==> src/rtl/seq_strip.sv <==
// Receive-side sequence-word stripper: removes the trailing {0, seq} word of each
// frame, moves tlast onto the last payload word and checks sequence continuity.
module seq_strip #(
    parameter int DATA_WIDTH = 32,
    parameter int SEQ_WIDTH  = 16,
    parameter int SEQ_INIT   = 1
) (
    input  logic                  m_axis_aclk,
    input  logic                  m_axis_aresetn,
    input  logic                  s_axis_tvalid,
    input  logic [DATA_WIDTH-1:0] s_axis_tdata,
    input  logic                  s_axis_tlast,
    output logic                  s_axis_tready,
    output logic                  m_axis_tvalid,
    output logic [DATA_WIDTH-1:0] m_axis_tdata,
    output logic                  m_axis_tlast,
    input  logic                  m_axis_tready,
    input  logic                  ctrl_strip_seq_en,
    output logic [SEQ_WIDTH-1:0]  seq_last,
    output logic                  seq_err,
    output logic [15:0]           seq_err_cnt,
    output logic [15:0]           runt_cnt,
    output logic [31:0]           frame_cnt
);

    localparam logic [SEQ_WIDTH-1:0] SEQ_RST = SEQ_INIT[SEQ_WIDTH-1:0];

    logic                  mode_q;
    logic                  in_frame;
    logic                  held_v;
    logic [DATA_WIDTH-1:0] held_data;
    logic [SEQ_WIDTH-1:0]  expected;

    logic                  accept;
    logic                  seq_word_accept;
    logic [SEQ_WIDTH-1:0]  seq_field;
    logic [DATA_WIDTH-1:0] upper_bits;
    logic                  seq_bad;

    always_comb begin
        s_axis_tready = m_axis_tready;
        m_axis_tvalid = s_axis_tvalid;
        m_axis_tdata  = s_axis_tdata;
        m_axis_tlast  = s_axis_tlast;
        if (mode_q) begin
            s_axis_tready = !held_v || m_axis_tready;
            m_axis_tvalid = held_v && s_axis_tvalid;
            m_axis_tdata  = held_data;
        end
    end

    // The trailing word of a stripped frame is consumed here and never forwarded.
    always_comb begin
        accept          = s_axis_tvalid && s_axis_tready;
        seq_word_accept = mode_q && accept && s_axis_tlast;
        seq_field       = s_axis_tdata[SEQ_WIDTH-1:0];
        upper_bits      = s_axis_tdata >> SEQ_WIDTH;
        seq_bad         = (seq_field != expected) || (upper_bits != '0);
    end

    always_ff @(posedge m_axis_aclk or negedge m_axis_aresetn) begin
        if (!m_axis_aresetn) begin
            mode_q    <= 1'b1;
            in_frame  <= 1'b0;
            held_v    <= 1'b0;
            held_data <= '0;
        end else begin
            if (accept) begin
                in_frame <= !s_axis_tlast;
            end
            if (mode_q && accept) begin
                held_v <= !s_axis_tlast;
                if (!s_axis_tlast) begin
                    held_data <= s_axis_tdata;
                end
            end
            // Mode only changes on an idle frame boundary so a frame is never split.
            if (!in_frame && !held_v && !accept) begin
                mode_q <= ctrl_strip_seq_en;
            end
        end
    end

    always_ff @(posedge m_axis_aclk or negedge m_axis_aresetn) begin
        if (!m_axis_aresetn) begin
            expected    <= SEQ_RST;
            seq_last    <= '0;
            seq_err     <= 1'b0;
            seq_err_cnt <= '0;
            runt_cnt    <= '0;
            frame_cnt   <= '0;
        end else begin
            seq_err <= 1'b0;
            if (seq_word_accept) begin
                seq_last  <= seq_field;
                expected  <= seq_field + 1'b1;
                frame_cnt <= frame_cnt + 32'd1;
                if (seq_bad) begin
                    seq_err <= 1'b1;
                    if (seq_err_cnt != 16'hFFFF) begin
                        seq_err_cnt <= seq_err_cnt + 16'd1;
                    end
                end
                if (!held_v && runt_cnt != 16'hFFFF) begin
                    runt_cnt <= runt_cnt + 16'd1;
                end
            end
        end
    end

endmodule

==> config.mk <==
export PLATFORM = sky130hd
export DESIGN_NAME = seq_strip
export DESIGN_NICKNAME = d
export VERILOG_FILES = /design/src/rtl/seq_strip.sv
export SDC_FILE = /design/constraint.sdc
export NUM_CORES = 1
export LEC_CHECK = 0
export CAP_MARGIN = 10
export CORE_MARGIN = 3
export CORE_UTILIZATION = 45
export DETAILED_ROUTE_END_ITERATION = 7
export PLACE_DENSITY = 0.77
export SYNTH_ARGS = -nofsm -noshare
export SYNTH_HDL_FRONTEND = slang
export SYNTH_SLANG_ARGS = --single-unit
==> constraint.sdc <==
create_clock -name m_axis_aclk -period 2.1 [get_ports m_axis_aclk]
set_clock_uncertainty 0.15 [all_clocks]
set_input_delay 0.21 -clock m_axis_aclk [delete_from_list [all_inputs] [get_ports m_axis_aclk]]
set_output_delay 0.21 -clock m_axis_aclk [all_outputs]
set_load 0.02 [all_outputs]
==> impl_metrics.tcl <==
set metrics [dict create \
    status "finished with violations" \
    violations "setup timing" \
    io_buffers 153 \
    grt_usage 0.219 \
    final_nets 845 \
    power_mw 11.3 \
    drt_iter0_drc 281 \
    ys_top_cells_by_count "dfrtp_1, nand2_1, mux2_2, xnor2_1, xor2_1" \
    overflow 0 \
    drc_errors 0 \
    tightest_slew_ns 0.437 \
    num-fill-cells 979 \
    ios 154 \
    slew_viol_final 0 \
    syn_inst 581 \
    syn2layout_area_growth_pct 48.8 \
    whs_ns 0.171 \
    vias_per_cell 5.18 \
    slew_headroom 0.709 \
    clkTransAtPathRegs_ns 0.06 \
    routed_wl_um 17100 \
    place_hpwl_um 11600 \
    grt_pass1_wl_um 27700 \
    post-route-util 0.699 \
    initial_core_util 0.470 \
    r2r_cells 7 \
    cts-root-buf "clkbuf_16" \
    synth-edff-count 0 \
    avgSynthCellArea_um2 10.9 \
    die_area_um2 15600 \
    power.density_nw_per_um2 1200 \
    cts_buffer_depth 2 \
    synth_area_um2 6340 \
    finalSetupViolations 14 \
    hold_viol 0 \
    synth_fp_nets 623 \
    place_area_um2 8490 \
    synth.area.top_cells "dfrtp_1, mux2_2, xnor2_1, nand2_1, xor2_1" \
    ant_nets 0 \
    drive_above_1_share 0.297 \
    period_share 1.01 \
    cts_sinks 132 \
    grt_max_degree 50 \
    fmax_ghz 0.470 \
    ys_async_sr_fraction 1.00 \
    critical_path_class "reg2out" \
    insertedDiodeCount 0 \
    crit_path_max_fanout 9 \
    core.rowCount 42 \
    antenna_found_initial 0 \
    cp.required_ns 1.74 \
    synth_top_area_share 0.513 \
    ys_ff_latch 132 \
    num_vias 5132 \
    grt_setup_unrepaired "true" \
    htree_levels 4 \
    design_area_um2 9430 \
    core_area_um2 13500 \
    cts_tree "built" \
    cp_data_arrival_time_ns 1.77 \
    dr.pass1.iters 4 \
    yosysMostFrequentCell "dfrtp_1" \
    cp-end-kind "primary output" \
    crit_path_start_kind "register" \
    synth.distinct_cells 37 \
    wl_per_cell_um 17.2 \
    yosysSeqAreaShare 0.521 \
    place_ws_ns -0.359 \
    cap_violations 0 \
    final_cells 990 \
    worstHoldPathType "in2async" \
    insertion_delay_ns 0.41 \
    gp_congestion 0.877 \
    die-height_um 125 \
    yosysTopAreaCell "dfrtp_1" \
    grt_pass1_vias 5353 \
    setup_tns_ns -0.266 \
    yosys_warnings 0 \
    ys.flop_type "dfrtp_1" \
    dp.cells 947 \
    fin_ws_ns -0.0268 \
    numCtsBuffers 17 \
    p_leak_nw 4.28 \
    ir_drop_mv 0.743 \
    die_x_um 125 \
    period_minus_slack_ns 2.13 \
]
[cells in the final DEF, fill, tap and decap left out, types with 2 or more instances in the layout]
cell type | netlist | layout
nand3_2 | 4 | 5
and3_1 | 17 | 15
mux2_2 | 70 | 53
nor2_4 | 1 | 2
mux2_4 | 0 | 17
clkbuf_8 | 0 | 3
xnor2_2 | 1 | 2
nor4_1 | 6 | 4
buf_4 | 2 | 69
buf_16 | 0 | 2
or2_4 | 0 | 2
nand2b_1 | 5 | 5
nand3_1 | 22 | 20
a31oi_1 | 2 | 2
nor2_1 | 20 | 18
clkinv_2 | 0 | 3
buf_6 | 2 | 30
buf_12 | 0 | 4
and3_4 | 0 | 2
and2_1 | 4 | 3
nor3_1 | 8 | 4
clkbuf_1 | 11 | 5
clkdlybuf4s50_1 | 0 | 118
nand2_2 | 0 | 3
clkbuf_16 | 0 | 20
dfstp_2 | 2 | 2
nor4_2 | 0 | 2
xor2_1 | 23 | 23
dfrtp_1 | 130 | 130
and4_1 | 6 | 5
nand4_1 | 21 | 21
nand2_1 | 111 | 108
ha_1 | 4 | 4
nor3_2 | 0 | 4
buf_2 | 11 | 5
and2_4 | 1 | 2
o21ai_0 | 17 | 17
bufinv_16 | 0 | 2
xnor2_1 | 62 | 61
inv_1 | 4 | 4
[final cells by class]
class                   instances  area (um2)  area share
clock buffers                  25         485      0.0515
clock inverters                 5        75.1     0.00796
inverters                       4        15.0     0.00159
multi-input cells             416        3050       0.323
flip-flops and latches        132        3310       0.350
well taps                     176         220      0.0233
repair buffers                232        2280       0.242
[path summary, 6_finish.rpt]
kind                                   startpoint         endpoint  slack (ns)
worst max-delay path                       mode_q  m_axis_tdata[2]       -0.03
worst min register to register      frame_cnt[31]    frame_cnt[31]        0.31
worst max register to register             mode_q   seq_err_cnt[1]        0.02
max in group asynchronous          m_axis_aresetn      expected[0]        0.93
worst min-delay path               m_axis_aresetn     frame_cnt[8]        0.17
min in group m_axis_aclk        ctrl_strip_seq_en           mode_q        0.18
[where the power goes]
part / leakage, nW / internal [mW] / switching [mW] / total [mW]
registers: 1.70 / 3.30 / 0.521 / 3.83
logic: 2.31 / 2.48 / 2.19 / 4.68
clock network: 0.277 / 1.82 / 1.02 / 2.84
[what timing repair did]
item                       in CTS  in global routing
pin swaps                       0                 18
gates resized for setup       151                 90
hold endpoints to repair       86                  0
buffers inserted                3                  4
gates cloned                    2                  3
hold buffers                    1                  0
setup endpoints to repair      39                 78
[cells by family (layout without fill, tap and decap cells)]
logic type | after synthesis | after routing | synth area share
buffers and inverters | 33 | 266 | 0.0253
adder cells (fa/ha/maj) | 4 | 4 | 0.00789
AO/OA/AOI/OAI | 23 | 23 | 0.0197
flip-flops | 132 | 132 | 0.521
AND/OR/NAND/NOR | 233 | 233 | 0.182
XOR/XNOR | 86 | 86 | 0.120
multiplexers | 70 | 70 | 0.124
[metal layers]
| layer | wire length (um) | GRT usage | vias to the layer above |
|---|---|---|---|
| met1 | 7470 | 0.281 | 2560 |
| li1 | - | - | 2415 |
| met5 | 0 | 0 | - |
| met3 | 707 | 0.0515 | 23 |
| met4 | 281 | 0.0709 | 0 |
| met2 | 8600 | 0.367 | 134 |
[registers in the layout, summed over array words and instances (netlist names)]
register and count:
in_frame 1, runt_cnt 16, frame_cnt 32, mode_q 1
expected 16, seq_last 16, seq_err 1, seq_err_cnt 16
held_v 1, held_data 32
[critical path, cell delays in order (launching register included)]
cell,delay (ns)
dfstp_2,0.57
buf_4,0.14
buf_16,0.14
mux2_2,0.34
buf_2,0.16
Power figures use the tool's default switching activity.
